`src/rtl/wave_pdm_gen.sv`:
```
// -----------------------------------------------------------------------------
// wave_pdm_gen
//
// Multi-mode waveform generator with a first-order sigma-delta (PDM) output.
// A prescaled phase accumulator drives one of four waveforms: sawtooth,
// triangle, square or reverse sawtooth. The resulting PCM sample is modulated
// into a 1-bit density stream that is meant to drive a single pin through an
// off-chip RC filter.
//
// Parameters
//   WIDTH      PCM / phase / PDM error width in bits (>= 4)
//   STEP_BITS  width of the step input
//   INC_SHIFT  phase increment = step << INC_SHIFT (INC_SHIFT+STEP_BITS <= WIDTH)
//   PRESCALE   clk cycles per sample tick (>= 1)
//
// Ports
//   clk          in   system clock
//   reset        in   synchronous, active-high reset
//   enable       in   1 = advance prescaler and phase, 0 = freeze them
//   step         in   phase increment per sample tick (0 = hold phase)
//   mode         in   00 saw, 01 triangle, 10 square, 11 reverse saw
//   pcm_out      out  registered waveform sample (lags phase by one cycle)
//   sample_tick  out  registered 1-cycle pulse, high after each phase update
//   pdm_out      out  registered PDM bit stream
// -----------------------------------------------------------------------------
module wave_pdm_gen #(
  parameter int WIDTH     = 16,
  parameter int STEP_BITS = 4,
  parameter int INC_SHIFT = 8,
  parameter int PRESCALE  = 256
) (
  input  logic                 clk,
  input  logic                 reset,
  input  logic                 enable,
  input  logic [STEP_BITS-1:0] step,
  input  logic [1:0]           mode,
  output logic [WIDTH-1:0]     pcm_out,
  output logic                 sample_tick,
  output logic                 pdm_out
);

  typedef enum logic [1:0] {
    MODE_SAW     = 2'b00,
    MODE_TRI     = 2'b01,
    MODE_SQUARE  = 2'b10,
    MODE_REV_SAW = 2'b11
  } mode_e;

  // A one-cycle prescaler still needs a 1-bit counter to keep the types legal;
  // it simply stays at zero, so every enabled cycle is a tick.
  localparam int CNT_W = (PRESCALE > 1) ? $clog2(PRESCALE) : 1;
  localparam logic [CNT_W-1:0] CNT_LAST = CNT_W'(PRESCALE - 1);

  logic [CNT_W-1:0] cnt_q,   cnt_d;
  logic [WIDTH-1:0] phase_q, phase_d;
  logic [WIDTH-1:0] pcm_q,   pcm_d;
  logic [WIDTH-1:0] err_q,   err_d;
  logic             tick_q,  tick_d;
  logic             pdm_q,   pdm_d;

  logic [WIDTH-1:0] phase_inc;
  logic [WIDTH-1:0] tri_lin;
  logic [WIDTH:0]   pdm_sum;
  mode_e            mode_sel;

  assign mode_sel  = mode_e'(mode);
  assign phase_inc = WIDTH'(step) << INC_SHIFT;

  // ---------------------------------------------------------------------------
  // Prescaler and phase accumulator
  // ---------------------------------------------------------------------------
  always_comb begin
    // NOTE: every signal gets a default first so no path leaves it unassigned,
    // which would otherwise infer a latch.
    cnt_d   = cnt_q;
    phase_d = phase_q;
    tick_d  = 1'b0;
    if (enable) begin
      if (cnt_q == CNT_LAST) begin
        cnt_d   = '0;
        // Modulo-2^WIDTH wrap is intentional: the phase is a circle.
        phase_d = phase_q + phase_inc;
        tick_d  = 1'b1;
      end else begin
        cnt_d = cnt_q + 1'b1;
      end
    end
  end

  // ---------------------------------------------------------------------------
  // Waveform shaping (from the current phase, registered into pcm_q)
  // ---------------------------------------------------------------------------
  // Phase with its MSB dropped and doubled: ramps twice per period, mirrored on
  // the second half to form the triangle.
  assign tri_lin = {phase_q[WIDTH-2:0], 1'b0};

  always_comb begin
    pcm_d = '0;
    unique case (mode_sel)
      MODE_SAW:     pcm_d = phase_q;
      MODE_TRI:     pcm_d = phase_q[WIDTH-1] ? ~tri_lin : tri_lin;
      MODE_SQUARE:  pcm_d = phase_q[WIDTH-1] ? '1 : '0;
      MODE_REV_SAW: pcm_d = ~phase_q;
      default:      pcm_d = phase_q;
    endcase
  end

  // ---------------------------------------------------------------------------
  // First-order sigma-delta: the carry out of the error accumulator is the bit.
  // Density of ones equals pcm/2^WIDTH; the error wraps and never saturates.
  // ---------------------------------------------------------------------------
  assign pdm_sum = {1'b0, err_q} + {1'b0, pcm_q};

  always_comb begin
    pdm_d = pdm_sum[WIDTH];
    err_d = pdm_sum[WIDTH-1:0];
  end

  // ---------------------------------------------------------------------------
  // State registers
  // ---------------------------------------------------------------------------
  always_ff @(posedge clk) begin
    // NOTE: non-blocking assignments so every flop samples the pre-edge values
    // of the others, independent of statement order.
    if (reset) begin
      cnt_q   <= '0;
      phase_q <= '0;
      pcm_q   <= '0;
      err_q   <= '0;
      tick_q  <= 1'b0;
      pdm_q   <= 1'b0;
    end else begin
      cnt_q   <= cnt_d;
      phase_q <= phase_d;
      pcm_q   <= pcm_d;
      err_q   <= err_d;
      tick_q  <= tick_d;
      pdm_q   <= pdm_d;
    end
  end

  assign pcm_out     = pcm_q;
  assign sample_tick = tick_q;
  assign pdm_out     = pdm_q;

endmodule
```
`config.mk`:
```
export PLATFORM = sky130hd
export DESIGN_NAME = wave_pdm_gen
export DESIGN_NICKNAME = d
export VERILOG_FILES = /design/src/rtl/wave_pdm_gen.sv
export SDC_FILE = /design/constraint.sdc
export NUM_CORES = 1
export LEC_CHECK = 0
export BUFFER_PORTS_ARGS = -buffer_cell sky130_fd_sc_hd__buf_4
export CELL_PAD_IN_SITES_DETAIL_PLACEMENT = 1
export CELL_PAD_IN_SITES_GLOBAL_PLACEMENT = 2
export CORE_MARGIN = 1.5
export CORE_UTILIZATION = 32
export CTS_CLUSTER_DIAMETER = 50
export CTS_CLUSTER_SIZE = 30
export DETAILED_ROUTE_END_ITERATION = 8
export PLACE_DENSITY = 0.87
export SETUP_SLACK_MARGIN = 0.05
export SKIP_CTS_REPAIR_TIMING = 1
export SYNTH_ARGS = -nofsm -noshare
export SYNTH_HDL_FRONTEND = slang
export SYNTH_SLANG_ARGS = --single-unit
```
`constraint.sdc`:
```
create_clock -name clk -period 2.1 [get_ports clk]
set_clock_uncertainty 0.05 [all_clocks]
set_input_delay 0.315 -clock clk [delete_from_list [all_inputs] [get_ports clk]]
set_output_delay 0.315 -clock clk [all_outputs]
set_load 0.05 [all_outputs]
```
==> parameters.txt <==
Parameter                              Value

Outcome
  Outcome ... finished, final reports clean

Synthesis
  Average instance area after synthesis ... 8.32 um2
  FFs w/ async S/R, synth ... 0
  Number of warnings issued by yosys ... 0
  Syn Nets ... 360
  Count of unique library cells instantiated by Yosys ... 49
  Number of flops mapped to enable cells by yosys ... 0
  Ranking of synthesized cells by area ... dfxtp_1, ha_1, a21oi_1, nor2_1, xor2_1
  Post-synthesis instance area ... 2730 um2
  FF+latch count, synth ... 43
  Fraction of post-synthesis cell area in the top cell type by area ... 0.315
  Synth Instances ... 328
  Sequential fraction of the synthesis area ... 0.315
  Most used flip-flop cell after synthesis ... dfxtp_1
  Biggest area consumer among synthesized cells ... dfxtp_1

Setup path
  Cell repeated most along the worst path ... a21oi_2
  Delay of the slowest critical-path stage ... 0.42 ns
  CP bufs+invs ... 0
  Setup CP Type ... reg2reg
  Worst EP arrival ... 2.23 ns
  Peak fanout along the critical path ... 6
  Cell class contributing the biggest share of worst-path delay ... compound AO/OA/AOI/OAI gates
  Critical path startpoint category ... register
  R2R Path End ... err_q[12]$_SDFF_PP0_
  Cells along the critical path ... ha_1, a21oi_2, o211ai_1, nand2_1, a21oi_2, mux2_4
  Slowest stage cell, crit path ... ha_1
  Number of cells on the worst reg-to-reg path ... 6
  Startpoint of the worst-slack reg-to-reg timing path ... pcm_out[7]$_SDFF_PP0_
  R2R setup slack ... 0.03 ns
  CP Capture Type ... register
  Crit path required time ... 2.25 ns

Power
  Part of the power in registers ... 0.469
  Portion of total power attributed to the clock network ... 0.303
  Overall power ... 1890 uW
  Logic pwr share ... 0.228
  Cell internal pwr ... 1280 uW
  Power Density ... 587 nW/um2
  Net switching share of the total power ... 0.324
  Leakage power summed over all cells ... 0.00134 uW
  Sw power ... 612 uW
  Peak ir drop on the vdd network ... 0.000236 V

Floorplanning
  Top-level port count ... 27
  Die Y-Extent ... 95.3 um
  Site Rows ... 33
  Effective utilization at floorplan ... 0.330
  Die X ... 95.3 um
  Core area ... 8260 um2
  Die Footprint ... 9090 um2

Place
  Buffers added on ports ... 26
  Post-DP HPWL ... 4.75 mm
  Final weighted congestion in routability-driven placement ... 0.747
  Worst slack at placement ... -0.0359 ns

Timing
  Portion of the clock cycle consumed by the worst path in the final layout ... 0.988
  Slew HR ... 0.538
  Fmax ... 482 MHz
  Min Clock Period, post-route ... 2.07 ns
  Worst Tran Pin Value ... 0.692 ns
  Final Worst Setup Slack ... 0.0259 ns
  Final slew viol count ... 0
  Count of endpoints failing hold in the final timing report ... 0
  RSZ-0062 raised after global routing ... yes
  Setup violation total in the final timing report ... 0

Drt
  Remaining design rule violation count ... 0
  Number of DRC markers in iteration 0 ... 27
  Via/cell ratio ... 5.23
  Total Routed Length ... 6.70 mm
  Total met2 wirelength after detailed routing ... 3.51 mm
  Total number of vias ... 2357
  Post-detailed-route count of antenna-violating nets ... 0
  Detailed-router iteration count before antenna repair ... 4
  Met1 wire length ... 2.97 mm
  Top Metal Used ... met4
  Routed wl met3 ... 178 um
  Average routed wire per standard cell ... 14.9 um

Clock network
  Number of clock buffers inserted by TritonCTS ... 5
  Count of H-tree levels built during CTS ... 2
  Total clock sinks ... 43
  Buffer type at the clock tree root ... clkbuf_8
  Clock Path Buffers ... 2
  Source-to-sink clock delay at the later pin of the worst-skew pair ... 0.30 ns
  TritonCTS clock tree ... yes
  Clock input transition at the sequential cells of the worst setup and hold paths ... 0.09 ns

Cells and area
  P&R area growth vs syn ... 18.0%
  Share of post-route cells with drive strength above 1 ... 0.234
  Sequential cell area ... 868 um2
  Footprint of the multi-input gates ... 1790 um2
  Antenna diode count ... 0
  Total Nets Final ... 377
  Fill cell count ... 988

Global route
  GRT Resource Usage Total ... 0.158
  Total grt overflow ... 0
  Global-route wire length before repair ... 11.4 mm
  Vias in the first global route ... 2426
  Initial antenna violation count ... 0
  Maximum number of pins on one net before global-route repair ... 54

Min path
  Number of cells on the worst hold path ... 3
  Type of the tightest min-delay check ... in2reg
  Hold path startpoint ... enable
  End of the worst hold path ... cnt_q[1]$_SDFFE_PP0P_

Job
  Count of maximum capacitance violations ... 0
[placed cells by master (no fill, tap or decap), drive strengths merged, types with 10 or more instances in the layout]
cell	count
dfxtp	43
buf	41
nor2	36
a21oi	32
nand2	29
ha	21
xor2	15
o21ai	11
inv	10
[worst register-to-register path, stage by stage, from the launching register on]
cell	delay (ns)
dfxtp_4	0.38
ha_1	0.42
a21oi_2	0.11
o211ai_1	0.30
nand2_1	0.17
a21oi_2	0.23
mux2_4	0.31
[synth_stat cells, types with 2 or more instances]
| master | n |
|---|---|
| nor3_1 | 6 |
| buf_4 | 9 |
| inv_1 | 8 |
| a31oi_1 | 3 |
| a221oi_1 | 6 |
| nand4_1 | 2 |
| mux2_2 | 3 |
| a211oi_1 | 6 |
| xor2_1 | 15 |
| buf_2 | 3 |
| mux2i_1 | 8 |
| fa_1 | 2 |
| or4_1 | 3 |
| dfxtp_1 | 43 |
| a21oi_1 | 32 |
| ha_1 | 21 |
| nor2_1 | 36 |
| clkbuf_1 | 13 |
| o211ai_1 | 7 |
| o21ai_0 | 11 |
| o31ai_1 | 3 |
| and3_1 | 4 |
| nand2_1 | 29 |
| nand3_1 | 7 |
| buf_6 | 3 |
| clkbuf_2 | 2 |
| xnor2_1 | 6 |
| a21o_1 | 6 |
| nor2b_1 | 7 |
| o21a_1 | 2 |
| or3_1 | 2 |
| nor4b_1 | 3 |
[kinds of logic (layout without fill, tap and decap cells)]
| family | Yosys count | after routing | share of synthesized area |
|---|---|---|---|
| and+or+nand+nor | 107 | 107 | 0.192 |
| AOI/OAI and AO/OA | 84 | 84 | 0.196 |
| xor gates and xnor gates | 21 | 21 | 0.0674 |
| adders and majority gates | 23 | 23 | 0.111 |
| DFF | 43 | 43 | 0.315 |
| buffers and inverters | 39 | 57 | 0.0766 |
| muxes | 11 | 11 | 0.0417 |
[power groups by stage]
| stage | Sequential [uW] | Clock [uW] | Combinational (uW) |
|---|---|---|---|
| 6_report | 887 | 573 | 430 |
| 5_1_grt | 892 | 630 | 481 |
| 4_1_cts | 887 | 592 | 401 |
| 3_5_place_dp | 905 | 0 | 399 |
| 3_3_place_gp | 903 | 0 | 385 |
| 2_1_floorplan | 923 | 0 | 271 |
[worst max path at each step]
| stage | startpoint | to | cells after the start |
|---|---|---|---|
| 6_report | pcm_out[7]$_SDFF_PP0_ | err_q[12]$_SDFF_PP0_ | 6 |
| 3_5_place_dp | pcm_out[7]$_SDFF_PP0_ | err_q[12]$_SDFF_PP0_ | 7 |
| 5_1_grt | pcm_out[7]$_SDFF_PP0_ | err_q[12]$_SDFF_PP0_ | 6 |
| 2_1_floorplan | pcm_out[7]$_SDFF_PP0_ | err_q[12]$_SDFF_PP0_ | 7 |
| 4_1_cts | pcm_out[7]$_SDFF_PP0_ | err_q[11]$_SDFF_PP0_ | 6 |
| 3_3_place_gp | pcm_out[7]$_SDFF_PP0_ | err_q[12]$_SDFF_PP0_ | 7 |
[per-layer routing]
metal | vias up | global-route usage
met5 | - | 0
met4 | 0 | 0.0299
met3 | 4 | 0.0343
met2 | 26 | 0.284
met1 | 1139 | 0.194
li1 | 1188 | -
[flip-flops by register name, indices dropped and copies added (netlist names)]
signal,flops
cnt_q,8
err_q,16
pcm_out,9
pdm_out,1
phase_q,8
sample_tick,1
[per-stage QoR]
stage / util / cells / TNS, ns / cell area, um2 / hold WS, ns
after floorplan: - / 328 / 0 / 2740 / 0.417
after global placement: 0.361 / 440 / 0 / 2980 / 0.455
after detailed placement: 0.361 / 440 / -0.0630 / 2980 / 0.491
after CTS: 0.372 / 448 / -0.0825 / 3070 / 0.249
after global routing: 0.390 / 451 / -0.191 / 3220 / 0.258
final: 0.390 / 451 / 0 / 3220 / 0.246
[final cells by class]
class | count | area share
Timing Repair Buffer | 41 | 0.0956
Clock inverter | 3 | 0.00700
Clock buffer | 5 | 0.0214
Multi-Input combinational cell | 246 | 0.556
Inverter | 8 | 0.00933
Tap cell | 105 | 0.0408
Sequential cell | 43 | 0.270
Power figures use the tool's default switching activity.
